### config.mk
export PLATFORM = sky130hd
export DESIGN_NAME = mult_div_unit
export DESIGN_NICKNAME = d
export VERILOG_FILES = /design/src/rtl/mult_div_pkg.sv /design/src/rtl/mult_div_sign_fix.sv /design/src/rtl/mult_div_unit.sv
export SDC_FILE = /design/constraint.sdc
export NUM_CORES = 1
export LEC_CHECK = 0
export BUFFER_PORTS_ARGS = -buffer_cell sky130_fd_sc_hd__buf_2
export CORE_UTILIZATION = 60
export DETAILED_ROUTE_END_ITERATION = 10
export PLACE_DENSITY = 0.86
export SKIP_LAST_GASP = 1
export SYNTH_ARGS = -nofsm -noshare
export SYNTH_HDL_FRONTEND = slang
export SYNTH_SLANG_ARGS = --single-unit
### constraint.sdc
create_clock -name clk -period 8 [get_ports clk]
set_clock_uncertainty 0.2 [all_clocks]
set_input_delay 0 -clock clk [delete_from_list [all_inputs] [get_ports clk]]
set_output_delay 0 -clock clk [all_outputs]
set_load 0.02 [all_outputs]
### src/rtl/mult_div_pkg.sv
// rtl/mult_div_pkg.sv - shared op/state encodings and iteration-counter sizing for mult_div_unit
package mult_div_pkg;

  typedef enum logic [1:0] {
    OP_MULT  = 2'b00,
    OP_MULTU = 2'b01,
    OP_DIV   = 2'b10,
    OP_DIVU  = 2'b11
  } op_e;

  typedef enum logic [1:0] {
    ST_IDLE,
    ST_CALC,
    ST_FIX,
    ST_DONE
  } state_e;

  // Counter must be able to hold WIDTH itself, hence WIDTH+1.
  function automatic int cnt_width(input int width);
    return $clog2(width + 1);
  endfunction

endpackage

### src/rtl/mult_div_sign_fix.sv
// rtl/mult_div_sign_fix.sv - conditional two's-complement negation
// Used both to take operand magnitudes and to restore result signs.
module mult_div_sign_fix #(
  parameter int WIDTH = 32
) (
  input  logic [WIDTH-1:0] value,
  input  logic             negate,
  output logic [WIDTH-1:0] result
);

  assign result = negate ? (~value + WIDTH'(1)) : value;

endmodule

### src/rtl/mult_div_unit.sv
// rtl/mult_div_unit.sv - iterative MULT/MULTU/DIV/DIVU unit driving the HI/LO write path
// Optional macro MULT_DIV_UNSIGNED_EN enables the unsigned ops; without it op[0] is ignored.
module mult_div_unit #(
  parameter int WIDTH = 32
) (
  input  logic             clk,
  input  logic             reset,
  input  logic             start,
  input  logic [1:0]       op,
  input  logic [WIDTH-1:0] a,
  input  logic [WIDTH-1:0] b,
  output logic             busy,
  output logic             done,
  output logic             div0,
  output logic [WIDTH-1:0] hi,
  output logic [WIDTH-1:0] lo
);
  import mult_div_pkg::*;

  localparam int               CNT_W     = cnt_width(WIDTH);
  localparam logic [CNT_W-1:0] LAST_ITER = CNT_W'(WIDTH - 1);

  state_e             state;
  logic [CNT_W-1:0]   cnt;
  logic [2*WIDTH-1:0] p;
  logic [WIDTH-1:0]   mcand;
  logic               div_q;
  logic               neg_res;
  logic               neg_rem;

  logic               op_div;
  logic               op_signed;
  logic               sign_a;
  logic               sign_b;
  logic               div_by_zero;
  logic [WIDTH-1:0]   a_mag;
  logic [WIDTH-1:0]   b_mag;

  assign op_div = (op_e'(op) == OP_DIV) || (op_e'(op) == OP_DIVU);
`ifdef MULT_DIV_UNSIGNED_EN
  assign op_signed = (op_e'(op) == OP_MULT) || (op_e'(op) == OP_DIV);
`else
  assign op_signed = 1'b1;
`endif
  assign sign_a      = op_signed & a[WIDTH-1];
  assign sign_b      = op_signed & b[WIDTH-1];
  assign div_by_zero = op_div && (b == '0);

  mult_div_sign_fix #(.WIDTH(WIDTH)) u_abs_a (.value(a), .negate(sign_a), .result(a_mag));
  mult_div_sign_fix #(.WIDTH(WIDTH)) u_abs_b (.value(b), .negate(sign_b), .result(b_mag));

  // p holds {partial product, multiplier} or {remainder, quotient/dividend}.
  logic [WIDTH:0]     mul_sum;
  logic [2*WIDTH-1:0] mul_next;
  logic [WIDTH:0]     div_shift;
  logic               div_ge;
  logic [WIDTH-1:0]   div_rem;
  logic [2*WIDTH-1:0] div_next;

  assign mul_sum   = {1'b0, p[2*WIDTH-1:WIDTH]} + {1'b0, mcand & {WIDTH{p[0]}}};
  assign mul_next  = {mul_sum, p[WIDTH-1:1]};
  assign div_shift = {p[2*WIDTH-1:WIDTH], p[WIDTH-1]};
  assign div_ge    = div_shift >= {1'b0, mcand};
  assign div_rem   = div_shift[WIDTH-1:0] - mcand;
  assign div_next  = div_ge ? {div_rem, p[WIDTH-2:0], 1'b1}
                            : {div_shift[WIDTH-1:0], p[WIDTH-2:0], 1'b0};

  logic [2*WIDTH-1:0] prod_fix;
  logic [WIDTH-1:0]   quo_fix;
  logic [WIDTH-1:0]   rem_fix;

  mult_div_sign_fix #(.WIDTH(2*WIDTH)) u_fix_prod (.value(p), .negate(neg_res), .result(prod_fix));
  mult_div_sign_fix #(.WIDTH(WIDTH)) u_fix_quo (.value(p[WIDTH-1:0]), .negate(neg_res), .result(quo_fix));
  mult_div_sign_fix #(.WIDTH(WIDTH)) u_fix_rem (.value(p[2*WIDTH-1:WIDTH]), .negate(neg_rem), .result(rem_fix));

  always_ff @(posedge clk or negedge reset) begin
    if (!reset) begin
      state   <= ST_IDLE;
      busy    <= 1'b0;
      done    <= 1'b0;
      div0    <= 1'b0;
      hi      <= '0;
      lo      <= '0;
      cnt     <= '0;
      p       <= '0;
      mcand   <= '0;
      div_q   <= 1'b0;
      neg_res <= 1'b0;
      neg_rem <= 1'b0;
    end else begin
      case (state)
        ST_IDLE, ST_DONE: begin
          done  <= 1'b0;
          div0  <= 1'b0;
          state <= ST_IDLE;
          if (start) begin
            cnt     <= '0;
            div_q   <= op_div;
            neg_res <= sign_a ^ sign_b;
            neg_rem <= sign_a;
            if (div_by_zero) begin
              // hi/lo are deliberately left untouched on divide-by-zero.
              state <= ST_DONE;
              done  <= 1'b1;
              div0  <= 1'b1;
            end else begin
              state <= ST_CALC;
              busy  <= 1'b1;
              mcand <= op_div ? b_mag : a_mag;
              p     <= {{WIDTH{1'b0}}, (op_div ? a_mag : b_mag)};
            end
          end
        end
        ST_CALC: begin
          p   <= div_q ? div_next : mul_next;
          cnt <= cnt + CNT_W'(1);
          if (cnt == LAST_ITER) begin
            state <= ST_FIX;
          end
        end
        ST_FIX: begin
          state <= ST_DONE;
          busy  <= 1'b0;
          done  <= 1'b1;
          if (div_q) begin
            lo <= quo_fix;
            hi <= rem_fix;
          end else begin
            {hi, lo} <= prod_fix;
          end
        end
        default: begin
          state <= ST_IDLE;
          busy  <= 1'b0;
        end
      endcase
    end
  end

endmodule

==> out/qor.yml <==
critical_path:
  slowest_stage: "inv_1"
  critPathRequiredTime_ps: 8140
  worstSetupPathType: "flop to flop"
  startpoint_type: "flop"
  cp_max_fo: 32
  worstPathArrival_ps: 4740
  cp-end-kind: "flop"
  cpPeakStageDelay_ps: 830
  crit_chain: "inv_1, nor2_1, ha_1, o211ai_1, a21oi_1, o21ai_0, a211oi_1, o311ai_0, o21ai_1, o2111ai_1, mux2i_1, a21o_1"
cts:
  clk_pin_slew_ps: 80
  cts_buffers: 17
  insertion_delay_ps: 460
  cts-root-buf: "clkbuf_16"
  clock_path_buffers: 2
  clkSinkCount: 174
  h-tree-depth: 4
  postCtsSetupBuffers: 0
  cts_tree: "done"
finish:
  syn2layout_area_growth_pct: 16.0
  postLayoutCoreUtil_pct: 71.7
  nNetsFinal: 2139
  drive_gt1_share_pct: 11.8
  stdcell_count: 2329
  design_area_um2: 17000
synthesis:
  synth_area_per_cell_um2: 7.95
  ys_seq_elements: 174
  yosysWarnings: 0
  synthFlopType: "dfrtp_1"
  synth-xor-area-share_pct: 10.4
  synth-compound-area-share_pct: 24.5
  synth_area_leaders: "dfrtp_1, a21oi_1, ha_1"
  synth_area_leader_cell: "dfrtp_1"
  synth-edff-count: 0
  synthCells: 1847
  synthMuxAreaShare_pct: 6.13
  yosysSeqAreaShare_pct: 29.7
  synth_top_area_share_pct: 29.7
  synth-simple-area-share_pct: 18.3
  synth.most_common_cell: "nor2_1"
  syn_nets: 1990
  synth_cell_types: 76
  synthTopCellsByCount: "nor2_1, a21oi_1, dfrtp_1, nand2_1, clkbuf_1"
  synth_area_um2: 14700
  synthArstFlopShare_pct: 100
  synth_top_family_by_area: "compound AO/OA/AOI/OAI gates"
  synth_fa_ha_area_share_pct: 6.41
sta:
  fin_tns_setup_ps: 0
  max_freq_mhz: 217
  fin_crit_ps: 4600
  setup_viol_count_final: 0
  slew_headroom_pct: 17.5
  slew_violations: 0
  rsz0062_at_grt: "false"
  finalCritPeriodShare_pct: 57.5
  tightest_slew_ps: 1230
  finalHoldViolations: 8
  fin_ws_ps: 3400
  hold_slack_ps: -9.53
power:
  ir_worst_vdd_mv: 0.217
  p_per_area_nw_per_um2: 480
  power.total_mw: 8.18
  leakage_nw: 7.47
floorplanning:
  design.core.area_um2: 23800
  initial_core_util_pct: 61.8
  io_pins: 136
  die-area_um2: 25100
  fp.dieH_um: 158
  die_w_um: 158
  placementRows: 56
global_route:
  grt_max_degree: 106
  grt_pass1_wl_um: 74000
  track_usage_pct: 38.1
  antenna_found_initial: 1
  grt_pass1_vias: 14200
  grt.overflow.total: 0
route:
  vias: 15100
  routedWlPerCell_um: 20.3
  antenna_left: 0
  viasPerCell: 6.47
  drt_iter0_drc: 1613
  wl_um: 47200
  firstDrtPassIters: 6
  drcViolationCount: 0
placed_design:
  io_buffers: 134
  postPlaceCellArea_um2: 15500
  pre_cts_ws_ps: 3570
  dpl.hpwl_um: 33900
  gp_congestion: 0.979
  dpl.cell_count: 2203
run:
  cap_violations: 0
outcome:
  status: "finished, violations left"
  violations: "hold timing"
worst_hold_path:
  hp-class: "input pin to async pin"
[cells by family after synthesis]
family	Yosys count
buf+inv	178
flops	174
compound gates	582
simple gates	579
xor+xnor	175
mux	85
fa+ha+maj	74
[cell type report]
type	count	area, µm²
Antenna cell	1	2.50
Clock buffer	17	425
Clock inverter	15	204
Fill cell	1798	6720
Inverter	70	263
Multi-Input combinational cell	1495	9700
Sequential cell	174	4360
Tap cell	319	399
Timing Repair Buffer	238	1690
[critical path: cells and delay by family (launching register included)]
kind,cells,cell delay [ps]
multiplexers,1,150
AO/OA/AOI/OAI,8,2240
flip-flops,1,480
adder cells (fa/ha/maj),1,420
buffers and inverters,1,830
AND/OR/NAND/NOR,1,150
[layer usage]
layer / wire length, µm / up-vias / GRT usage, %
met5: 0 / - / 0
met4: 2840 / 0 / 22.8
met2: 21600 / 859 / 61.9
met3: 3690 / 165 / 6.07
li1: - / 6958 / -
met1: 19000 / 7076 / 47.9
[worst paths after layout]
path	from	slack (ps)	to	cells past startpoint
min in group clk	b[0]	40	p[0]	5
max in group asynchronous	reset	6000	p[39]	3
min	reset	-10	div0	2
max	p[0]	3400	p[61]	12
min reg2reg	mcand[11]	290	mcand[11]	2
max reg2reg	p[0]	3400	p[61]	12
[layout by cell type (no fill, tap or decap), types with 10 or more instances in the layout]
| master | instances |
|---|---|
| nor2_1 | 215 |
| a21oi_1 | 197 |
| dfrtp_1 | 173 |
| nand2_1 | 160 |
| buf_2 | 133 |
| xor2_1 | 97 |
| o21ai_0 | 94 |
| dlygate4sd3_1 | 93 |
| xnor2_1 | 78 |
| inv_1 | 70 |
| ha_1 | 70 |
| o21ai_1 | 56 |
| mux2i_1 | 45 |
| mux2_2 | 40 |
| nand3_1 | 38 |
| nor3_1 | 35 |
| a211oi_1 | 30 |
| a21o_1 | 30 |
| o31ai_1 | 29 |
| nor4_1 | 18 |
| a22oi_1 | 18 |
| clkbuf_16 | 17 |
| nand2b_1 | 16 |
| or4_1 | 15 |
| o41ai_1 | 15 |
| nor2b_1 | 14 |
| a31oi_1 | 14 |
| and3_1 | 13 |
| or3_1 | 12 |
| o21a_1 | 11 |
| buf_4 | 11 |
| o211ai_1 | 10 |
[state kept, by name (all words and copies together), names as in the netlist, 2 cells and up]
register and flops:
state 2, hi 32, mcand 32, cnt 6, p 64, lo 32
[timing repair]
action	CTS	global route
gates resized for setup	0	0
endpoints found under the hold margin	163	0
hold buffers	93	0
[where the power goes]
part / internal [mW] / switching [mW]
Combinational: 2.12 / 3.28
Clock: 0.431 / 0.441
Sequential: 1.31 / 0.596
(Power assumes the default switching activity.)
